`src/rtl/i2s_ctrl_pkg.sv`:
```
// Shared types and constants for the I2S microphone capture sequencer.
package i2s_ctrl_pkg;
   localparam int SLOT_BITS = 32;
   localparam int SAMPLE_W  = 24;

   typedef enum logic [2:0] {
      ST_IDLE    = 3'd0,
      ST_STARTUP = 3'd1,
      ST_DISCARD = 3'd2,
      ST_RUN     = 3'd3,
      ST_STOP    = 3'd4
   } state_e;
endpackage

```
`src/rtl/i2s_sck_ws_gen.sv`:
```
// SCK/WS generator: divides clk_i into SCK, counts slot bits, flags the end of each right slot.
module i2s_sck_ws_gen
   import i2s_ctrl_pkg::*;
#(
   parameter int SCK_HALF = 4
) (
   input  logic clk_i,
   input  logic rst_ni,
   input  logic run,
   output logic sck,
   output logic ws,
   output logic frame_end
);
   localparam int DIV_W = (SCK_HALF > 1) ? $clog2(SCK_HALF) : 1;
   localparam int BIT_W = $clog2(SLOT_BITS);

   logic [DIV_W-1:0] div_q;
   logic [BIT_W-1:0] bit_q;
   logic             sck_q;
   logic             ws_q;
   logic             div_tc;
   logic             last_bit;

   assign div_tc    = (div_q == DIV_W'(SCK_HALF - 1));
   assign last_bit  = (bit_q == BIT_W'(SLOT_BITS - 1));
   // A falling toggle on the last bit of the right slot closes a stereo frame.
   assign frame_end = run && div_tc && sck_q && last_bit && ws_q;
   assign sck       = sck_q;
   assign ws        = ws_q;

   always_ff @(posedge clk_i or negedge rst_ni) begin
      if (!rst_ni) begin
         div_q <= '0;
         bit_q <= '0;
         sck_q <= 1'b0;
         ws_q  <= 1'b0;
      end else if (!run) begin
         div_q <= '0;
         bit_q <= '0;
         sck_q <= 1'b0;
         ws_q  <= 1'b0;
      end else if (div_tc) begin
         div_q <= '0;
         sck_q <= ~sck_q;
         if (sck_q) begin
            bit_q <= bit_q + 1'b1;
            if (last_bit) ws_q <= ~ws_q;
         end
      end else begin
         div_q <= div_q + 1'b1;
      end
   end
endmodule

```
`src/rtl/i2s_mic_ctrl.sv`:
```
// Microphone capture sequencer: power-up timing, frame discard, and a one-entry output stream buffer.
module i2s_mic_ctrl
   import i2s_ctrl_pkg::*;
#(
   parameter int SCK_HALF       = 4,
   parameter int STARTUP_CYCLES = 1000000,
   parameter int DISCARD_FRAMES = 4,
   parameter int FCNT_W         = 16
) (
   input  logic                clk_i,
   input  logic                rst_ni,
   input  logic                enable_i,
   input  logic                clear_ovf_i,
   output logic                sck_o,
   output logic                ws_o,
   output logic                cap_rst_no,
   input  logic [SAMPLE_W-1:0] cap_left_i,
   input  logic [SAMPLE_W-1:0] cap_right_i,
   input  logic                cap_ready_i,
   output logic [SAMPLE_W-1:0] out_left_o,
   output logic [SAMPLE_W-1:0] out_right_o,
   output logic                out_valid_o,
   input  logic                out_ready_i,
   output logic                overflow_o,
   output logic [2:0]          state_o,
   output logic [FCNT_W-1:0]   frame_cnt_o
);
   state_e      state_q;
   logic [31:0] su_cnt_q;
   logic [31:0] disc_cnt_q;
   logic        frame_end;
   logic        can_load;

   i2s_sck_ws_gen #(.SCK_HALF(SCK_HALF)) u_gen (
      .clk_i     (clk_i),
      .rst_ni    (rst_ni),
      .run       (state_q != ST_IDLE),
      .sck       (sck_o),
      .ws        (ws_o),
      .frame_end (frame_end)
   );

   assign state_o = state_q;

   always_ff @(posedge clk_i or negedge rst_ni) begin
      if (!rst_ni) begin
         state_q    <= ST_IDLE;
         cap_rst_no <= 1'b0;
         su_cnt_q   <= '0;
         disc_cnt_q <= '0;
      end else begin
         case (state_q)
            ST_IDLE: begin
               if (enable_i) begin
                  state_q    <= ST_STARTUP;
                  cap_rst_no <= 1'b1;
                  su_cnt_q   <= '0;
               end
            end
            ST_STARTUP: begin
               if (!enable_i) begin
                  state_q    <= ST_IDLE;
                  cap_rst_no <= 1'b0;
               end else if (su_cnt_q == 32'(STARTUP_CYCLES - 1)) begin
                  disc_cnt_q <= '0;
                  state_q    <= (DISCARD_FRAMES == 0) ? ST_RUN : ST_DISCARD;
               end else begin
                  su_cnt_q <= su_cnt_q + 1'b1;
               end
            end
            ST_DISCARD: begin
               if (!enable_i) begin
                  state_q <= ST_STOP;
               end else if (cap_ready_i) begin
                  if (disc_cnt_q == 32'(DISCARD_FRAMES - 1)) state_q <= ST_RUN;
                  else disc_cnt_q <= disc_cnt_q + 1'b1;
               end
            end
            ST_RUN: begin
               if (!enable_i) state_q <= ST_STOP;
            end
            ST_STOP: begin
               // Always finish the current right slot, even if enable_i comes back.
               if (frame_end) begin
                  state_q    <= ST_IDLE;
                  cap_rst_no <= 1'b0;
               end
            end
            default: begin
               state_q    <= ST_IDLE;
               cap_rst_no <= 1'b0;
            end
         endcase
      end
   end

   // Stream: a beat transfers on a cycle with out_valid_o && out_ready_i; while
   // out_valid_o is high and out_ready_i low, data holds and valid stays up.
   assign can_load = !out_valid_o || out_ready_i;

   always_ff @(posedge clk_i or negedge rst_ni) begin
      if (!rst_ni) begin
         out_left_o  <= '0;
         out_right_o <= '0;
         out_valid_o <= 1'b0;
         overflow_o  <= 1'b0;
         frame_cnt_o <= '0;
      end else begin
         if (state_q == ST_RUN && cap_ready_i && can_load) begin
            out_left_o  <= cap_left_i;
            out_right_o <= cap_right_i;
            out_valid_o <= 1'b1;
            frame_cnt_o <= frame_cnt_o + 1'b1;
         end else if (out_valid_o && out_ready_i) begin
            out_valid_o <= 1'b0;
         end
         if (state_q == ST_RUN && cap_ready_i && !can_load) overflow_o <= 1'b1;
         else if (clear_ovf_i) overflow_o <= 1'b0;
      end
   end
endmodule

```
`config.mk`:
```
export PLATFORM = sky130hd
export DESIGN_NAME = i2s_mic_ctrl
export DESIGN_NICKNAME = d
export VERILOG_FILES = /design/src/rtl/i2s_ctrl_pkg.sv /design/src/rtl/i2s_sck_ws_gen.sv /design/src/rtl/i2s_mic_ctrl.sv
export SDC_FILE = /design/constraint.sdc
export NUM_CORES = 1
export LEC_CHECK = 0
export ABC_CLOCK_PERIOD_IN_PS = 2200
export CAP_MARGIN = 10
export CORE_MARGIN = 2
export CORE_UTILIZATION = 25
export DETAILED_ROUTE_END_ITERATION = 6
export DONT_BUFFER_PORTS = 1
export PLACE_DENSITY_LB_ADDON = 0.15
export SYNTH_ARGS = -nofsm -noshare
export SYNTH_HDL_FRONTEND = slang
export SYNTH_HIERARCHICAL = 1
export SYNTH_SLANG_ARGS = --single-unit
```
`constraint.sdc`:
```
create_clock -name clk_i -period 2.2 [get_ports clk_i]
set_input_delay 0.22 -clock clk_i [delete_from_list [all_inputs] [get_ports clk_i]]
set_output_delay 0.22 -clock clk_i [all_outputs]
set_load 0.02 [all_outputs]
```
==> metrics.yaml <==
clock_path_buffers: 2
drt-total-wl_um: 18200
drv_slew: 0
htreeDepth: 4
drive_gt1_share_pct: 21.4
maxCapViolCount: 0
tightest_slew_ns: 0.417
setup_viol: 0
numPortBuffers: 0
first_global_vias: 5509
slew_headroom_pct: 72.0
die-area_um2: 29600
synthCells: 658
rows: 61
ff2ff_path_depth: 5
cts_root_buf: "clkbuf_16"
fin_crit_ns: 2.05
grt.overflow.total: 0
numClockSinks: 143
clock_skew_ns: 0.0147
clock.fmax_ghz: 0.487
setup.worst_path.end: "disc_cnt_q[29]"
grt_pass1_wl_um: 29000
grt_usage_pct: 12.4
worstSetupPathType: "flop to flop"
nets: 805
synth_largest_area_cell: "dfrtp_1"
drtPass1Iterations: 4
power.switching_w: 0.00136
coreArea_um2: 27800
synth_most_common_cell: "dfrtp_1"
violations: "negative hold slack"
synthTopCellsByArea: "dfrtp_1 (51%), mux2_2 (7.8%), nand2_1 (3.2%)"
setup_tns_ns: 0
synth_edf_count: 0
yosysWarningCount: 6
clkLatencyLatePin_ns: 0.42
r2r_end: "disc_cnt_q[29]"
hold_violations: 143
critPathLaunch: "disc_cnt_q[10]"
power_frac_clock_pct: 51.6
postCtsHoldBufs: 50
required_ns: 2.54
num_io_pins: 126
switching_share_pct: 23.4
power_w: 0.00584
synth_flop_cell: "dfrtp_1"
whs_ns: -0.505
hp-class: "input port to async pin"
combPwrFrac_pct: 2.6
antenna_found_initial: 2
pwr-share-seq_pct: 45.8
rsz0062_at_grt: "no"
synth_top_area_share_pct: 50.6
gp_congestion: 0.804
die_w_um: 172
vias: 5436
r2r-start: "disc_cnt_q[10]"
synth-seq-cells: 143
worstPathMaxFanout: 6
syn_area_per_cell_um2: 10.7
power.internal_w: 0.00447
grt_max_degree: 144
async_flop_share_pct: 100
fp.dieH_um: 172
irDropWorstVdd_mv: 0.491
status: "complete, but fails checks"
post-route-util_pct: 32.2
cts_tree: "yes"
worstSetupStartpointType: "flop"
start_util_pct: 25.5
power.leakage_nw: 3.91
clk_pin_slew_ns: 0.07
drc_errors: 0
ant_nets: 0
dpl.hpwl_um: 12600
regToRegSetupSlack_ns: 0.15
area_growth_pct: 26.4
p_per_area_nw_per_um2: 653
synthDistinctLibCells: 62
drtIter0Drc: 285
synth_commonest_cells: "dfrtp_1 (143), nand2_1 (61), mux2_2 (49), nand3_1 (39), nor2_1 (30)"
crit_arrival_ns: 2.39
synth-seq-area-share_pct: 50.6
finalCritPeriodShare_pct: 93.3
synth.cell_area_um2: 7070
syn_nets: 718
routedWlPerCell_um: 16.0
avgViaCountPerCell: 4.78
endpoint_kind: "flop"
cts_buffers: 17
[worst min path at each step]
stage | startpoint | endpoint | slack, ns
2_1_floorplan | rst_ni | cap_rst_no | -0.08
3_3_place_gp | rst_ni | u_gen/bit_q[2] | -0.07
3_5_place_dp | rst_ni | u_gen/bit_q[1] | -0.07
4_1_cts | rst_ni | u_gen/bit_q[1] | -0.53
5_1_grt | rst_ni | u_gen/bit_q[1] | -0.53
6_report | rst_ni | u_gen/bit_q[1] | -0.51
[per-stage QoR]
step | hold WS (ns) | setup WS (ns) | instances | area [µm²]
final | -0.505 | 0.147 | 1137 | 8940
after global routing | -0.534 | 0.00698 | 1136 | 8940
after CTS | -0.529 | 0.139 | 1135 | 8930
after detailed placement | -0.0690 | 0.160 | 1053 | 7800
after global placement | -0.0687 | 0.192 | 1053 | 7800
after floorplan | -0.0756 | 0.199 | 658 | 7070
[critical path, stage by stage (launching register included)]
cell	delay [ns]
dfrtp_1	0.44
nand3_1	0.31
nor4_4	0.48
nand2_1	0.11
or4_1	0.47
a21oi_1	0.15
[sequential cells by signal, summed over array words and instances, names as in the netlist]
name	flops
disc_cnt_q	32
su_cnt_q	32
out_left_o	24
out_right_o	24
frame_cnt_o	16
u_gen/bit_q	5
state_o	3
u_gen/div_q	2
cap_rst_no	1
out_valid_o	1
overflow_o	1
u_gen/sck	1
u_gen/ws	1
[routing by layer]
metal / up-vias / global-route usage, % / routed length [µm]
met1: 2680 / 15.3 / 8070
met5: - / 0 / 0
met2: 122 / 21.0 / 8770
met4: 0 / 3.51 / 190
met3: 15 / 3.80 / 1170
li1: 2619 / - / -
[power groups by stage]
stage / logic, W / registers, W / clock network [W]
after detailed placement: 0.0000824 / 0.00272 / 0
after CTS: 0.000152 / 0.00267 / 0.00313
final: 0.000153 / 0.00267 / 0.00301
after global placement: 0.0000802 / 0.00272 / 0
after global routing: 0.000170 / 0.00268 / 0.00325
after floorplan: 0.0000565 / 0.00272 / 0
[placed cells by master (no fill, tap or decap), types with 4 or more instances in the layout]
master and count:
nor4_4 4, or3_1 10, a21oi_1 20, and2_1 8
nor2_2 4, o21a_1 7, dlygate4sd3_1 50, nand4_1 19
mux2_2 49, nand2_1 61, and3_1 10, clkinv_4 4
nand3_1 39, nor3_1 18, o31a_1 4, a41oi_1 7
o211ai_1 6, xnor2_1 26, ha_1 6, nor4_1 18
nor4b_1 4, a31oi_1 22, and4_1 8, nor2_1 30
dfrtp_1 143, buf_4 49, xor2_1 11, clkbuf_16 17
buf_12 5, or4_1 9, o21ai_0 16, inv_1 14
[kinds of logic (layout without fill, tap and decap cells)]
group	Yosys count	count (layout)	share of synthesized area (%)
mux	52	52	8.23
other cells	0	1	0
buf+inv	50	150	3.70
flops	143	143	50.6
compound gates	101	101	9.45
fa+ha+maj	6	6	1.06
xor+xnor	37	37	4.58
simple gates	269	269	22.4
[timing repair]
action | CTS | global route
setup buffers | 0 | 1
endpoints found under the hold margin | 194 | 143
gates resized for setup | 0 | 0
setup endpoints to repair | 0 | 1
[area by class of cell]
| cell class | instances | area, µm² |
|---|---|---|
| sequential | 143 | 3580 |
| fill | 2817 | 18800 |
| antenna | 1 | 2.50 |
| multi-input combinational | 465 | 3240 |
| tap | 378 | 473 |
| timing repair buffer | 104 | 968 |
| clock buffer | 17 | 425 |
| clock inverter | 15 | 203 |
| inverter | 14 | 52.6 |
Power figures use the tool's default switching activity.
